`src/rtl/srff_pkg.sv`:
```
// Shared definitions for the SR flip-flop bank: conflict-mode codes and the
// single-bit next-state rule used by every channel.
package srff_pkg;

  localparam logic [1:0] CONFLICT_HOLD   = 2'd0;
  localparam logic [1:0] CONFLICT_SET    = 2'd1;
  localparam logic [1:0] CONFLICT_RST    = 2'd2;
  localparam logic [1:0] CONFLICT_TOGGLE = 2'd3;

  // Next state of one SR bit given current state, set, reset and the S=R=1 policy.
  function automatic logic sr_next(input logic       q,
                                   input logic       s,
                                   input logic       r,
                                   input logic [1:0] mode);
    logic nxt;
    nxt = q;
    case ({s, r})
      2'b10: nxt = 1'b1;
      2'b01: nxt = 1'b0;
      2'b11: begin
        case (mode)
          CONFLICT_HOLD: nxt = q;
          CONFLICT_SET:  nxt = 1'b1;
          CONFLICT_RST:  nxt = 1'b0;
          default:       nxt = ~q;
        endcase
      end
      default: nxt = q;
    endcase
    return nxt;
  endfunction

endpackage

```
`src/rtl/srff_cell.sv`:
```
// One clocked SR flip-flop channel with parallel load, enable, registered
// rise/fall pulses and a combinational qualified-conflict flag.
module srff_cell
  import srff_pkg::*;
#(
  parameter int CONFLICT_MODE = 0
) (
  input  logic clk,
  input  logic reset,
  input  logic en,
  input  logic load,
  input  logic load_val,
  input  logic S,
  input  logic R,
  output logic q,
  output logic q_rise,
  output logic q_fall,
  output logic conflict
);

  localparam logic [1:0] MODE = 2'(CONFLICT_MODE);

  logic q_q, q_d;
  logic rise_q, fall_q;

  // Next state: load beats enable; with enable off the bit simply holds.
  always_comb begin
    q_d      = q_q;
    conflict = en & ~load & S & R;
    if (load) begin
      q_d = load_val;
    end else if (en) begin
      q_d = sr_next(q_q, S, R, MODE);
    end
  end

  // State and edge-pulse registers; pulses compare old and new state of the same edge.
  always_ff @(posedge clk) begin
    if (!reset) begin
      q_q    <= 1'b0;
      rise_q <= 1'b0;
      fall_q <= 1'b0;
    end else begin
      q_q    <= q_d;
      rise_q <= ~q_q & q_d;
      fall_q <= q_q & ~q_d;
    end
  end

  assign q      = q_q;
  assign q_rise = rise_q;
  assign q_fall = fall_q;

endmodule

```
`src/rtl/srff_bank.sv`:
```
// WIDTH-channel SR flip-flop bank with shared enable/load, per-channel sticky
// conflict flags and a saturating count of cycles that saw any conflict.
module srff_bank
  import srff_pkg::*;
#(
  parameter int WIDTH         = 8,
  parameter int CONFLICT_MODE = 0,
  parameter int CNT_W         = 8
) (
  input  logic             clk,
  input  logic             reset,
  input  logic             en,
  input  logic             load,
  input  logic [WIDTH-1:0] load_val,
  input  logic [WIDTH-1:0] S,
  input  logic [WIDTH-1:0] R,
  input  logic             conflict_clr,
  output logic [WIDTH-1:0] q,
  output logic [WIDTH-1:0] q_rise,
  output logic [WIDTH-1:0] q_fall,
  output logic [WIDTH-1:0] conflict_sticky,
  output logic [CNT_W-1:0] conflict_cnt
);

  localparam logic [CNT_W-1:0] CNT_MAX = {CNT_W{1'b1}};

  logic [WIDTH-1:0] conflict_vec;
  logic [WIDTH-1:0] sticky_q, sticky_d;
  logic [CNT_W-1:0] cnt_q, cnt_d;
  logic             any_conflict;

  for (genvar i = 0; i < WIDTH; i++) begin : g_cell
    srff_cell #(
      .CONFLICT_MODE(CONFLICT_MODE)
    ) u_cell (
      .clk      (clk),
      .reset    (reset),
      .en       (en),
      .load     (load),
      .load_val (load_val[i]),
      .S        (S[i]),
      .R        (R[i]),
      .q        (q[i]),
      .q_rise   (q_rise[i]),
      .q_fall   (q_fall[i]),
      .conflict (conflict_vec[i])
    );
  end

  assign any_conflict = |conflict_vec;

  // Status update: a conflict arriving with a clear wins, so the clear only
  // drops history, never the event of the current cycle.
  always_comb begin
    sticky_d = sticky_q | conflict_vec;
    cnt_d    = cnt_q;
    if (conflict_clr) begin
      sticky_d = conflict_vec;
      cnt_d    = any_conflict ? CNT_W'(1) : '0;
    end else if (any_conflict && (cnt_q != CNT_MAX)) begin
      cnt_d = cnt_q + CNT_W'(1);
    end
  end

  // Status registers.
  always_ff @(posedge clk) begin
    if (!reset) begin
      sticky_q <= '0;
      cnt_q    <= '0;
    end else begin
      sticky_q <= sticky_d;
      cnt_q    <= cnt_d;
    end
  end

  assign conflict_sticky = sticky_q;
  assign conflict_cnt    = cnt_q;

endmodule

```
`config.mk`:
```
export PLATFORM = sky130hd
export DESIGN_NAME = srff_bank
export DESIGN_NICKNAME = d
export VERILOG_FILES = /design/src/rtl/srff_pkg.sv /design/src/rtl/srff_cell.sv /design/src/rtl/srff_bank.sv
export SDC_FILE = /design/constraint.sdc
export NUM_CORES = 1
export LEC_CHECK = 0
export CAP_MARGIN = 40
export CORE_MARGIN = 2
export CORE_UTILIZATION = 44
export DETAILED_ROUTE_END_ITERATION = 7
export PLACE_DENSITY_LB_ADDON = 0.05
export SETUP_SLACK_MARGIN = 0.2
export SKIP_LAST_GASP = 1
export SYNTH_ARGS = -nofsm -noshare
export SYNTH_HDL_FRONTEND = slang
export SYNTH_SLANG_ARGS = --single-unit
```
`constraint.sdc`:
```
create_clock -name clk -period 2.67 [get_ports clk]
set_input_delay 0.534 -clock clk [delete_from_list [all_inputs] [get_ports clk]]
set_output_delay 0.534 -clock clk [all_outputs]
set_load 0.02 [all_outputs]
```
==> metrics.txt <==
crit share post-route=just over 70%; distinct cell type count after synthesis=32; cells on worst reg2reg path=6; Slew Limit Fails=0; sequential area share after synthesis=around two fifths; crit-path cells=clkdlybuf4s50_1; # H-tree levels=2; Detailed Route Iter0 Violations=39; vias in the first global route=roughly 1400; Layout Skew=between 0.003 and 0.004 ns; initial antenna violation count=0; maxcap violations=0; largest cells by area after synthesis=dfxtp_1 41%, buf_4 9.3%, ha_1 5.8%; worst stage delay on the critical path=roughly 0.64 ns; Rel. slew slack=between 70% and 80%; area leader, netlist=dfxtp_1; Setup crit start kind=flop; first-pass GRT wire length=6840 um; Net count, final=306; Worst IR Drop VDD=0.263 mV; hold buffers post-CTS=0; CP max stage cell=clkdlybuf4s50_1; top cell type's share of synthesized area=around two fifths; core region area=0.00429 mm^2; Setup TNS=0 ns; number of remaining DRC errors=0; # setup viols final=0; largest net degree at the start of global routing=36; clock buffer depth=2; Tmin final=~1.9 ns; wire per inst=~13 um; Diodes inserted=0; Die Y=70.3 um; worst-margin pin slew=0.365 ns; Die X=around 70 um; most frequent cells in the layout=68 x clkdlybuf4s50_1, 40 x dfxtp_1, 16 x inv_1; Overall Global Routing Usage=17.6%; CP Depth=1; PwrDens=approximately 530 mW/mm^2; Final WS setup=between 0.7 and 0.8 ns; worst path required time=roughly 2.1 ns; CTS tree=yes; Starting Density=45.0%; unrepaired setup endpoints after global routing=no; TritonCTS buffer count=5; Resized cells post-CTS=0; Ports=69; status=finished, final reports clean; worst skew pair latency=0.29 ns; syn_area_per_cell=approximately 9 um^2; Synth Register Bits=40; Power, Total=~1400 uW; Max Fclk=between 0.5 and 0.6 GHz; type of the worst min-delay path=reg2reg; Static Leak=0.00109 uW; first-pass iteration count of the detailed router=4; share of cells above drive strength 1=between 4 and 5%; Hold Vio Cnt, Final=0; post-DP HPWL=roughly 3000 um; leading cell type in the layout, fill and taps excluded=clkdlybuf4s50_1; Syn Inst Count=220; post-placement worst setup slack=between 0.5 and 0.6 ns; DR vias=1560; Layout area overhead=35.8%; GR Overflow Total=0; CTS root buf=clkbuf_8; WP data arrival=1.37 ns; WL final=4170 um; Rows=24; Reg clk slew, reported paths=about 0.08 ns; Worst setup EP type=output port; CP delay by family, top=buffers and inverters; clk sinks=40; postcts setup bufs=0; Vias/cell=between 4 and 5; GP Congestion=0.725; Max FO, Critical Path=7; Final ANT Viol Nets=0; Worst Path Buf+Inv=1; Synth Cell Area=between 0.0015 and 0.002 mm^2; Synth Warn #=0; Post-Syn Nets=approximately 260; Setup CP Type=reg2out; DIE AREA=0.00494 mm^2; Hold Crit Depth=1; number of port buffers=68
cell families after synthesis:
kind of cell    count (synthesis)  synth area share [%]
simple gates                   84                  25.0
buf+inv                        47                  13.9
flops                          40                  41.4
compound gates                 32                  9.70
fa+ha+maj                       9                  5.82
mux                             8                  4.14
routing by layer:
| layer | track usage [%] | part of all wire [%] |
|---|---|---|
| met5 | 0 | 0 |
| met2 | 25.8 | 44 |
| met1 | 24.1 | 48 |
| met3 | 6.20 | 6.8 |
| met4 | 5.77 | 0.89 |
per-stage QoR:
stage / util (%) / std cells / instance area, um^2 / hold slack [ns]
after global placement: 58.2 / 313 / 2500 / 0.459
final: 61.2 / 321 / 2630 / 0.460
after global routing: 61.2 / 321 / 2630 / 0.490
after detailed placement: 58.2 / 313 / 2500 / 0.452
after CTS: 61.2 / 321 / 2630 / 0.464
after floorplan: - / 220 / 1930 / 0.435
final timing paths:
kind                                                 to               start  slack (ns)
worst max-delay path                    conflict_cnt[3]     conflict_cnt[3]        0.77
worst min-delay path            g_cell[6].u_cell.q_rise  g_cell[6].u_cell.q        0.46
worst max register to register          conflict_cnt[5]     conflict_cnt[0]        1.07
worst min register to register  g_cell[6].u_cell.q_rise  g_cell[6].u_cell.q        0.46
final cells by class:
type	instances	area [um^2]
Fill cell	395	1670
Timing Repair Buffer	72	711
Tap cell	52	65.1
Sequential cell	40	801
Clock inverter	1	30.0
Multi-Input combinational cell	133	865
Clock buffer	7	96.3
Inverter	16	60.1
flip-flops by register name, summed over array words and instances (netlist names):
name and count:
g_cell.u_cell.q_fall 8, g_cell.u_cell.q_rise 8, conflict_sticky 8, g_cell.u_cell.q 8
conflict_cnt 8
cells in the mapped netlist:
cell / number
o21a_1: 1
buf_2: 2
buf_4: 24
or4_1: 1
or3_1: 2
ha_1: 9
o2111ai_1: 1
nor2b_1: 11
nand2b_1: 9
nor2_1: 10
o21ai_0: 4
dfxtp_1: 40
and2_1: 8
and4_1: 2
nor4b_1: 1
mux2i_1: 8
inv_1: 16
a21oi_1: 13
and2b_1: 1
a31oi_1: 2
o211ai_1: 1
nor3_1: 2
o21ai_1: 1
o21ai_2: 1
nand2_1: 12
nor3b_1: 8
clkbuf_1: 5
nand3_1: 3
o22ai_1: 7
nand4_1: 3
a311oi_1: 1
and3_1: 11
where the power goes:
part | leakage, uW | internal (uW) | switching [uW]
Combinational | 0.000695 | 116 | 103
Sequential | 0.000326 | 619 | 12.5
Clock | 0.0000645 | 330 | 218
Note: power is estimated with default switching activity, not from simulation.
